===== src/rtl/sqrt_arb_pkg.sv =====
// Shared widths, defaults and FSM state encoding for the sqrt arbiter slice.
// Pure declarations: no logic, no latency, no flow control.
package sqrt_arb_pkg;

  localparam int OP_W        = 16;
  localparam int RES_W       = 8;
  localparam int DEF_NUM_REQ = 4;
  localparam int DEF_TIMEOUT = 64;

  typedef logic [1:0] arb_state_t;

  localparam arb_state_t ST_IDLE  = 2'd0;
  localparam arb_state_t ST_ISSUE = 2'd1;
  localparam arb_state_t ST_WAIT  = 2'd2;
  localparam arb_state_t ST_RESP  = 2'd3;

endpackage


===== src/rtl/rr_arbiter.sv =====
// Round-robin pick: first requester after last_grant, wrapping; one-hot plus index.
// Purely combinational (zero latency); no backpressure of its own.
module rr_arbiter
  import sqrt_arb_pkg::*;
#(
  parameter int N   = DEF_NUM_REQ,
  parameter int IDW = (N > 1) ? $clog2(N) : 1
) (
  input  logic [N-1:0]   req,
  input  logic [IDW-1:0] last_grant,
  output logic [N-1:0]   grant,
  output logic [IDW-1:0] grant_idx,
  output logic           any
);

  always_comb begin
    grant     = '0;
    grant_idx = '0;
    any       = 1'b0;
    for (int i = 1; i <= N; i++) begin
      if (!any && req[(int'(last_grant) + i) % N]) begin
        any                                = 1'b1;
        grant[(int'(last_grant) + i) % N]  = 1'b1;
        grant_idx                          = IDW'((int'(last_grant) + i) % N);
      end
    end
  end

endmodule


===== src/rtl/sqrt_arbiter.sv =====
// Shares one external sqrt core among NUM_REQ requesters, one transaction at a time.
// req_ready in IDLE, sq_start next cycle, rsp_valid one cycle after sq_done; rsp held until rsp_ready.
module sqrt_arbiter
  import sqrt_arb_pkg::*;
#(
  parameter int  NUM_REQ = DEF_NUM_REQ,
  parameter int  TIMEOUT = DEF_TIMEOUT,
  localparam int IDW     = (NUM_REQ > 1) ? $clog2(NUM_REQ) : 1
) (
  input  logic                    clk,
  input  logic                    rst,
  input  logic [NUM_REQ-1:0]      req_valid,
  input  logic [NUM_REQ*OP_W-1:0] req_data,
  output logic [NUM_REQ-1:0]      req_ready,
  output logic [NUM_REQ-1:0]      rsp_valid,
  output logic [RES_W-1:0]        rsp_data,
  output logic                    rsp_err,
  input  logic [NUM_REQ-1:0]      rsp_ready,
  output logic                    sq_start,
  output logic [OP_W-1:0]         sq_data,
  input  logic [RES_W-1:0]        sq_result,
  input  logic                    sq_done,
  output logic                    busy,
  output logic [IDW-1:0]          grant_id
);

  localparam int CNT_W = $clog2(TIMEOUT + 1);

  arb_state_t         state;
  logic [IDW-1:0]     last_grant;
  logic [OP_W-1:0]    operand;
  logic [RES_W-1:0]   result;
  logic               result_err;
  logic [CNT_W-1:0]   wait_cnt;
  logic [NUM_REQ-1:0] win_onehot;
  logic [IDW-1:0]     win_idx;
  logic               win_any;
  logic               rsp_take;

  rr_arbiter #(
    .N   (NUM_REQ),
    .IDW (IDW)
  ) u_rr (
    .req        (req_valid),
    .last_grant (last_grant),
    .grant      (win_onehot),
    .grant_idx  (win_idx),
    .any        (win_any)
  );

  assign req_ready = (state == ST_IDLE) ? win_onehot : '0;
  assign sq_start  = (state == ST_ISSUE);
  assign sq_data   = (state == ST_ISSUE || state == ST_WAIT) ? operand : '0;
  assign busy      = (state != ST_IDLE);
  assign rsp_data  = (state == ST_RESP) ? result : '0;
  assign rsp_err   = (state == ST_RESP) && result_err;
  // Only the granted requester's rsp_ready can close the response.
  assign rsp_take  = (state == ST_RESP) && rsp_ready[grant_id];

  always_comb begin
    rsp_valid = '0;
    if (state == ST_RESP) begin
      rsp_valid[grant_id] = 1'b1;
    end
  end

  always_ff @(posedge clk or posedge rst) begin
    if (rst) begin
      state      <= ST_IDLE;
      last_grant <= IDW'(NUM_REQ - 1);
      grant_id   <= '0;
      operand    <= '0;
      result     <= '0;
      result_err <= 1'b0;
      wait_cnt   <= '0;
    end else begin
      case (state)
        ST_IDLE: begin
          if (win_any) begin
            operand  <= req_data[win_idx*OP_W +: OP_W];
            grant_id <= win_idx;
            state    <= ST_ISSUE;
          end
        end
        ST_ISSUE: begin
          wait_cnt <= CNT_W'(1);
          state    <= ST_WAIT;
        end
        ST_WAIT: begin
          // A completion on the final WAIT cycle still beats the timeout.
          if (sq_done) begin
            result     <= sq_result;
            result_err <= 1'b0;
            wait_cnt   <= '0;
            state      <= ST_RESP;
          end else if (wait_cnt == CNT_W'(TIMEOUT)) begin
            result     <= '0;
            result_err <= 1'b1;
            wait_cnt   <= '0;
            state      <= ST_RESP;
          end else begin
            wait_cnt <= wait_cnt + CNT_W'(1);
          end
        end
        ST_RESP: begin
          if (rsp_take) begin
            last_grant <= grant_id;
            state      <= ST_IDLE;
          end
        end
        default: state <= ST_IDLE;
      endcase
    end
  end

endmodule


===== config.mk =====
export PLATFORM = sky130hd
export DESIGN_NAME = sqrt_arbiter
export DESIGN_NICKNAME = d
export VERILOG_FILES = /design/src/rtl/sqrt_arb_pkg.sv /design/src/rtl/rr_arbiter.sv /design/src/rtl/sqrt_arbiter.sv
export SDC_FILE = /design/constraint.sdc
export NUM_CORES = 1
export LEC_CHECK = 0
export ABC_AREA = 1
export CAP_MARGIN = 30
export CORE_MARGIN = 5
export CORE_UTILIZATION = 45
export DETAILED_ROUTE_END_ITERATION = 10
export GPL_TIMING_DRIVEN = 0
export HOLD_SLACK_MARGIN = 0.15
export PLACE_DENSITY = 0.92
export SETUP_SLACK_MARGIN = 0.02
export SYNTH_ARGS = -nofsm -noshare
export SYNTH_HDL_FRONTEND = slang
export SYNTH_SLANG_ARGS = --single-unit

===== constraint.sdc =====
create_clock -name clk -period 2.7 [get_ports clk]
set_input_delay 0.54 -clock clk [delete_from_list [all_inputs] [get_ports clk]]
set_output_delay 0.54 -clock clk [all_outputs]
set_load 0.05 [all_outputs]

==> run metrics, run 1 <==
nets=738; count of cell types in the netlist=35; top cells by area, synth=dfrtp_1 (28%), nand2_1 (17%), inv_1 (12%), nand3_1 (9.4%), ha_1 (5.4%); Die Y=94.88 microns; Core Footprint=7137 sq um; synthesized area=3242 sq um; Synth Instances=498; crit path DAT=2.36 ns; Slew @ Worst Pin=0.7156 ns; synth-to-layout area growth=52.30%; highest-count cells in the layout ignoring fill and taps=nand2_1 (149), inv_1 (97), clkdlybuf4s50_1 (87); final instance area=4937 sq um; initial antenna violation count=0; H-tree level count=2; total congestion overflow=0; Worst Hold Class=reg2reg; Yosys reg bits=38; Slew Limit Headroom=52.24%; post-synth net total=595; Seq/Total Area, Yosys=29.41%; leakage dissipation=0.002685 uW; number of I/O port buffers=119; DRC Markers=0; root buffer cell=clkbuf_8; Crit path top cell by count=clkinvlp_4; vias in the first global route=3668; post-synth top area share=27.79%; placed inst area=4604 sq um; total negative setup slack=-0.6329 ns; ANT cells=0; initial drt markers=216; R2R setup slack=0.14 ns; most common cell after layout, fill and taps aside=nand2_1; Post-DRT Antenna Nets=0; Worst Skew=0.006424 ns; vias per cell=4.897; cts hold-fix bufs=0; Fin. Hold Viols=0; status=complete, but fails checks; via count=3629; CTS buffer count=5; RSZ-0062 raised after global routing=true; IO Pins=120; Core Rows=31; Fillers=607; Initial Utilization=45.42%; fraction of layout cells with a size suffix above 1=16.67%; CP max stage delay=0.56 ns; die span in x=94.88 microns; Clk Latency, worst-skew pair=0.29 ns; Final Slew Violations=0; PwrDens=1384 nW/um^2; Crit path buffers/inverters=5; worst vdd ir=0.5524 mV; RR Startpoint=last_grant[1]; largest net degree at the start of global routing=23; failing checks=setup timing; synthesized area per cell=6.510 sq um; most area-hungry cell type in the Yosys netlist=dfrtp_1; CP delay by family, top=flip-flops; Clock Tree Buf Depth=2; hpwl dp=7.438 mm; fin crit period=2.904 ns; Final Hold Slack=0.4732 ns; Slowest-stage cell, CP=dfstp_2; die area=9001 sq um; clock-pin slew on the worst setup and hold paths=0.07 ns; DRT Pass-1 Iters=4; critical path class=reg2out; crit path cell chain=clkinvlp_4 > ha_4 > inv_4 > nand2_4 > nand2_8 > inv_2 > o22ai_1 > a31oi_1 > o21ai_1 > nand2_1 > clkinvlp_4 > buf_8; YS warnings=0; clock sinks=38; Worst setup startpoint=last_grant[1]; Routed WL per cell=13.01 microns; worst-path fanout max=5; GPL Wtd Cong=0.8722; total wire length=9.639 mm; global-route wire length before repair=16.10 mm; overall routing resource usage=21.97%; Hold Crit Start=result[6]; CTS tree=done; startpoint types=register; post-route setup slack=-0.2039 ns; final cycle utilization of the critical path=107.6%; highest clock rate=344.4 MHz; Max-Cap Viols=0; endpoint type of the worst setup path=primary output; Final setup viols=4; worst path required time=2.16 ns
-- kinds of logic after synthesis --
logic type / after synthesis / share of synthesized area [%]
adders and majority gates: 14 / 5.403
and+or+nand+nor: 292 / 42.65
AOI/OAI and AO/OA: 29 / 5.674
DFF: 38 / 29.41
buffers and inverters: 123 / 16.33
xor gates and xnor gates: 2 / 0.5404
-- where the power goes --
| group | internal (uW) | switching [uW] |
|---|---|---|
| combinational | 1960 | 3450 |
| sequential | 836 | 169 |
| clock | 206 | 206 |
-- sequential cells by signal (all words and copies together) (netlist names) --
name and flops:
operand 16, result 8, wait_cnt 7, grant_id 2
last_grant 2, state 2, result_err 1
-- cell usage after synthesis (all sizes together) --
library cell,instances
o22ai,3
o221ai,2
a31oi,4
ha,14
o21ai,12
nor3,6
nand4,20
clkbuf,6
dfstp,2
dfrtp,36
nor4,1
nand3,65
nor2,16
or2,15
nor3b,3
buf,11
a21oi,8
xor2,2
inv,106
nand2,166
-- worst register-to-register path: stages, from the launching register on --
cell	delay, ns
dfstp_2	0.56
clkinvlp_4	0.13
ha_4	0.33
inv_4	0.05
nand2_4	0.08
nand2_8	0.08
nor2_8	0.09
buf_6	0.11
buf_4	0.14
nand2_2	0.07
o21ai_2	0.45
nor2_4	0.13
nand3_1	0.12
nand3_1	0.07
-- cell type report --
class	instances	area, sq um	area share (%)
Buffer	17	133.9	2.712
Clock buffer	7	86.33	1.749
Clock inverter	1	5.005	0.1014
Inverter	106	419.2	8.490
Multi-Input combinational cell	337	1833	37.13
Sequential cell	38	953.4	19.31
Tap cell	99	123.9	2.509
Timing Repair Buffer	136	1383	28.00
-- routing by layer --
layer  up-vias  GRT usage [%]  part of all wire (%)
met5         -              0                     0
met4         0          6.370                   1.4
met3        15          3.825                   5.7
met2       129          40.34                    53
met1      1649          26.00                    40
li1       1836              -                     -
-- worst paths after layout --
path	to	cells after the start
max	req_ready[3]	12
min	result[6]	2
max reg2reg	operand[6]	13
min reg2reg	result[6]	2
max in group asynchronous	last_grant[1]	3
min in group asynchronous	operand[7]	2
-- repair_timing --
item,in CTS,in global routing
resized for setup,111,12
setup endpoints to repair,29,27
pin swaps,14,7
setup buffers,14,2
cloned,0,0
hold endpoints to repair,0,0
-- metrics by stage --
step,std cells,power (uW),util (%),setup WS (ns)
finish,741,6833,69.18,-0.2039
global route,741,7397,69.18,-0.3328
global placement,716,5854,64.13,-0.7605
CTS,739,6698,68.53,-0.1244
floorplan,498,4698,-,0.07050
detailed placement,717,6017,64.52,-0.8442
(Power assumes the default switching activity.)
==> run 2, diff against run 1 <==
--- a/config.mk
+++ b/config.mk
@@ -12,7 +12,7 @@
 export DETAILED_ROUTE_END_ITERATION = 10
 export GPL_TIMING_DRIVEN = 0
 export HOLD_SLACK_MARGIN = 0.15
-export PLACE_DENSITY = 0.92
+export PLACE_DENSITY = 0.85
 export SETUP_SLACK_MARGIN = 0.02
 export SYNTH_ARGS = -nofsm -noshare
 export SYNTH_HDL_FRONTEND = slang
==> run 2 against run 1 <==
Net effect:
- hold slack gained 0.0017 ns
- the flow still finishes with violations (setup timing)
- die area unchanged
- wire length barely moved
- clock power rose by 15%
- total power is 3.6% higher
- clock skew is essentially flat
- critical path depth up 2
- critical endpoint is now req_ready[1]
- highest routed layer unchanged
- via count increased by 0.83%
- largest power group unchanged
- sequential cell count unchanged
- design area up 0.68%
==> run metrics, run 2 (same netlist as run 1, synthesis figures left out) <==
max reg flops=16; total wire length=9.648 mm; vias in the first global route=3500; met3 routed WL=484 microns; DRT Pass-1 Iters=5; hpwl dp=7.314 mm; DRC Markers=0; highest clock rate=352.0 MHz; Clock Tree Buf Depth=2; Routed WL per cell=12.92 microns; fraction of layout cells with a size suffix above 1=17.59%; CP Depth=14; Post-DRT Antenna Nets=0; Final Hold Slack=0.4749 ns; global-route wire length before repair=15.23 mm; nets=744; CTS buffer count=5; vias per cell=4.898; die span in x=94.88 microns; clock sinks=38; Fin. Hold Viols=0; final cycle utilization of the critical path=105.2%; H-tree level count=2; total negative setup slack=-0.4031 ns; dpl cells=716; most common cell after layout, fill and taps aside=nand2_1; highest-count cells in the layout ignoring fill and taps=nand2_1 (148), inv_1 (96), clkdlybuf4s50_1 (89); PwrDens=1423 nW/um^2; critical path class=reg2out; worst path required time=2.16 ns; register area=953.4 sq um; initial drt markers=136; CP delay by family, top=buffers and inverters; RSZ-0062 raised after global routing=true; Crit path top cell by count=nand2_4; DRT met1 WL=3.828 mm; root buffer cell=clkbuf_8; Core Footprint=7137 sq um; Slew Limit Headroom=50.00%; initial antenna violation count=0; Worst Hold Class=reg2reg; IO Pins=120; Layout Cells excl Fill=747; fin crit period=2.841 ns; crit path DAT=2.30 ns; Final setup viols=4; status=complete, but fails checks; synth-to-layout area growth=53.34%; Slowest-stage cell, CP=dfstp_2; total congestion overflow=0; CTS tree=done; Crit path buffers/inverters=6; ANT cells=0; Top Registers=operand (16), result (8), wait_cnt (7); Die Y=94.88 microns; overall routing resource usage=20.82%; worst-path fanout max=6; leakage dissipation=0.002673 uW; largest net degree at the start of global routing=39; endpoint type of the worst setup path=primary output; Fillers=584; CP max stage delay=0.55 ns; Worst Skew=0.006184 ns; Overall Power=7076 uW; Final Slew Violations=0; Most flops, register=operand; Routed met2 length=5.118 mm; cts hold-fix bufs=0; DR top layer=met4; Slew @ Worst Pin=0.7489 ns; die area=9001 sq um; startpoint types=register; worst vdd ir=0.7443 mV; Max-Cap Viols=0; crit path cell chain=buf_6 > inv_8 > buf_4 > nand2_2 > nand2_4 > nand2_4 > nand2_8 > inv_2 > o22ai_1 > a31oi_1 > o21ai_1 > nand2_1 > clkinvlp_4 > buf_8; worst hold path cell count=2; clock-pin slew on the worst setup and hold paths=0.08 ns; Clk Latency, worst-skew pair=0.29 ns; Initial Utilization=45.42%; number of I/O port buffers=119; Core Rows=31; via count=3659; multi-input logic area=1842 sq um; reg2reg path depth=14; GPL Wtd Cong=0.8930; post-route setup slack=-0.1406 ns; failing checks=setup timing
==> run 2: changes by cell type in the layout (fill, tap and decap cells not counted), moves of 2 or more <==
| cell | change |
|---|---|
| dlymetal6s2s_1 | -2 |
| buf_4 | +9 |
| clkdlybuf4s50_1 | +2 |
| nand2_4 | +2 |
| buf_6 | -3 |
==> run 2: layout make-up <==
class                           instances  area share [%]
Multi-Input combinational cell        337           37.05
Tap cell                               99           2.492
Buffer                                 17           2.693
Sequential cell                        38           19.18
Clock inverter                          2          0.7551
Inverter                              106           8.432
Clock buffer                            6           1.460
Timing Repair Buffer                  142           27.94
==> run 2: metrics by stage <==
| stage | util, % | cell area (sq um) | setup WS [ns] |
|---|---|---|---|
| floorplan | - | 3262 | 0.07050 |
| global placement | 64.13 | 4577 | -0.7603 |
| detailed placement | 64.13 | 4577 | -0.8372 |
| CTS | 67.97 | 4851 | -0.1350 |
| global route | 69.65 | 4971 | -0.2452 |
| finish | 69.65 | 4971 | -0.1406 |
==> run 2: timing repair <==
action                                  CTS  global route
cloned                                    0             1
buffers inserted                         14             8
hold endpoints to repair                  0             0
pin swaps                                11            14
endpoints found under the setup margin   29            28
resized for setup                       101            18
==> run 2: report_power, final <==
part	internal, uW	switching, uW
Sequential	835	166
Combinational	2090	3510
Clock	276	199
Total	3210	3870
==> run 2: worst paths after layout <==
check	slack [ns]	endpoint	start
max in group asynchronous	1.52	operand[0]	rst
min in group asynchronous	0.70	result[6]	rst
worst min-delay path	0.47	result[7]	result[7]
worst max register to register	0.15	operand[3]	last_grant[1]
worst max-delay path	-0.14	req_ready[1]	last_grant[0]
worst min register to register	0.47	result[7]	result[7]
==> run 2: tightest hold or removal path: stages (launching register included) <==
cell and delay [ns]:
dfrtp_1 0.35, nand2_1 0.05, nand2_1 0.04
==> run 2: routing by layer <==
metal / vias to the layer above / global-route usage, %
met5: - / 0
met2: 124 / 38.29
met4: 0 / 7.572
met3: 19 / 2.709
li1: 1841 / -
met1: 1675 / 24.53
==> run 3, diff against run 2 <==
--- a/config.mk
+++ b/config.mk
@@ -5,10 +5,9 @@
 export SDC_FILE = /design/constraint.sdc
 export NUM_CORES = 1
 export LEC_CHECK = 0
-export ABC_AREA = 1
 export CAP_MARGIN = 30
 export CORE_MARGIN = 5
-export CORE_UTILIZATION = 45
+export CORE_UTILIZATION = 42
 export DETAILED_ROUTE_END_ITERATION = 10
 export GPL_TIMING_DRIVEN = 0
 export HOLD_SLACK_MARGIN = 0.15
==> run 3 against run 2 <==
Net effect:
- the run still ends with setup timing left
- register-to-register slack worse by 0.39 ns
- sequential power about the same
- clock power down 12%
- count of clock-buffer cells in the layout up 1
- core utilization up 6.0 points
- sequential share of layout area up 0.90 points
- critical endpoint is now req_ready[2]
- largest cell class unchanged
==> run metrics, run 3 <==
status=complete, but fails checks; failing checks=setup timing; leakage dissipation=0.002030 uW; internal power=3529 uW; multi-input logic area=1942 sq um; PwrDens=1465 nW/um^2; die area=8078 sq um; top cells by area, synth=dfrtp_1 (34%), mux2i_1 (12%), ha_1 (6.5%), and2_1 (6.1%), o221ai_1 (4.2%); Crit path buffers/inverters=3; worst path required time=2.16 ns; Max-Cap Viols=0; commonest register cell after synthesis=dfrtp_1; CP delay by family, top=flip-flops; DRC Markers=0; critical path class=reg2out; most area-hungry cell type in the Yosys netlist=dfrtp_1; synth cell count leaders=dfrtp_1 (36), mux2i_1 (32), nand2_1 (29), and2_1 (26), nor2_1 (20); Most flops, register=operand; synthesized area=2680 sq um; initial antenna violation count=0; nets=512; worst-path fanout max=5; crit path DAT=2.68 ns; most common cell in the netlist=dfrtp_1; Yosys reg bits=38; Clk Latency, worst-skew pair=0.30 ns; Worst Hold Class=reg2reg; H-tree level count=2; worst vdd ir=1.004 mV; Clock Tree Buf Depth=2; hpwl dp=6.234 mm; Slew @ Worst Pin=0.8049 ns; DRT Pass-1 Iters=5; Layout Cells excl Fill=493; Fillers=412; Die Y=89.88 microns; IO Pins=120; Core Footprint=6277 sq um; Seq/Total Area, Yosys=35.57%; GPL Wtd Cong=0.8707; total congestion overflow=0; fin crit period=3.220 ns; Fin. Hold Viols=0; synth-to-layout area growth=77.17%; vias per cell=5.643; cts hold-fix bufs=0; worst hold path cell count=2; initial drt markers=125; Core Util, Final=75.64%; CP max stage delay=0.55 ns; CTS buffer count=5; Post-DRT Antenna Nets=0; count of cell types in the netlist=41; Slowest-stage cell, CP=dfstp_2; reg2reg path depth=12; clock sinks=38; post-synth top area share=33.61%; CTS tree=done; clock group share of total power=6.0%; Synth Instances=268; Sw Ratio=49.28%; highest clock rate=310.6 MHz; most common cell after layout, fill and taps aside=clkdlybuf4s50_1; crit path cell chain=buf_6 > clkinvlp_4 > ha_4 > mux4_2 > and2b_2 > a22oi_2 > nor2_2 > a221oi_4 > nor2_4 > buf_8; Core Rows=29; vias in the first global route=2678; root buffer cell=clkbuf_8; Top Registers=operand (16), result (8), wait_cnt (7); die span in x=89.88 microns; ANT cells=0; CP Depth=10; highest-count cells in the layout ignoring fill and taps=clkdlybuf4s50_1 (86), dfrtp_1 (36), nand2_1 (28); number of I/O port buffers=119; Initial Utilization=42.69%; Worst Skew=0.009427 ns; register area=953.4 sq um; fraction of layout cells with a size suffix above 1=29.81%; total wire length=9.669 mm; sw power=3429 uW; clock-pin slew on the worst setup and hold paths=0.08 ns; global-route wire length before repair=12.90 mm; post-route setup slack=-0.5196 ns; YS warnings=0; Seq pwr share=14.5%; synthesized area per cell=10.00 sq um; dpl cells=464; Final Slew Violations=0; final cycle utilization of the critical path=119.2%; Slew Limit Headroom=46.26%; combinational power share=79.5%; largest net degree at the start of global routing=39; EDFF count, synth=0; via count=2782; max reg flops=16; Async S/R FF share, synth=100.0%; endpoint type of the worst setup path=primary output; RSZ-0062 raised after global routing=true; Final setup viols=22; startpoint types=register; post-synth net total=365; Routed WL per cell=19.61 microns; overall routing resource usage=19.34%
run 3: cell count changes in the layout (fill, tap and decap cells not counted), sizes merged, moves of 8 or more:
cell	previous run	this run
nand4	20	2
a22o	0	8
nand2	166	29
o221ai	2	16
mux2i	0	32
inv	103	10
nand3	65	1
and2	0	26
or2	15	3
run 3: path summary, 6_finish.rpt:
check	start	endpoint	slack (ns)
max in group asynchronous	rst	result_err	1.47
worst min register to register	operand[14]	operand[14]	0.48
worst min-delay path	operand[14]	operand[14]	0.48
worst max register to register	last_grant[0]	operand[3]	-0.24
worst max-delay path	last_grant[0]	req_ready[2]	-0.52
min in group asynchronous	rst	operand[7]	0.71
run 3: tightest hold or removal path, delay by kind of cell, from the launching register on:
| kind | cells | cell delay (ns) |
|---|---|---|
| simple gates | 1 | 0.05 |
| compound gates | 1 | 0.06 |
| flops | 1 | 0.34 |
run 3: cells by family after synthesis:
kind of cell / share of synthesized area (%)
adders and majority gates: 6.536
buffers and inverters: 5.322
muxes: 17.83
xor gates and xnor gates: 1.961
AOI/OAI and AO/OA: 15.08
DFF: 35.57
and+or+nand+nor: 17.69
run 3: what timing repair did:
action,in CTS,in global routing
gates cloned,0,4
setup endpoints to repair,51,41
pin swaps,4,16
endpoints found under the hold margin,0,0
buffers inserted,7,11
resized for setup,96,74
run 3: final cells by class:
type | instances | share of cell area, %
plain buffers | 14 | 3.478
well taps | 77 | 2.029
clock buffers | 7 | 1.818
inverters | 11 | 0.9486
clock inverters | 1 | 0.1054
flip-flops and latches | 38 | 20.08
repair buffers | 141 | 30.65
multi-input cells | 204 | 40.90
run 3: power by group through the flow:
stage | clock network (uW) | logic [uW] | registers, uW
detailed placement | 0 | 4030 | 1040
CTS | 414 | 4190 | 993
floorplan | 0 | 2900 | 1030
global route | 444 | 5810 | 1040
global placement | 0 | 3940 | 1020
finish | 416 | 5530 | 1010
run 3: metal layers:
layer | vias up | wire (microns) | track usage (%)
li1 | 1264 | - | -
met5 | - | 0 | 0
met3 | 29 | 600 | 5.259
met1 | 1369 | 3582 | 22.20
met2 | 120 | 5143 | 35.12
met4 | 0 | 341 | 5.211
run 3: per-stage QoR:
step                cell area [sq um]  hold slack, ns  setup WS, ns  total power (uW)  TNS [ns]
floorplan                        2736          0.4476       -0.3892              3929    -3.538
global placement                 4024          0.4619        -1.160              4960    -13.59
detailed placement               4024          0.4648        -1.190              5063    -15.15
CTS                              4224          0.4841       -0.5441              5593    -8.740
global route                     4748          0.5006       -0.6080              7290    -6.953
finish                           4748          0.4837       -0.5196              6958    -4.999
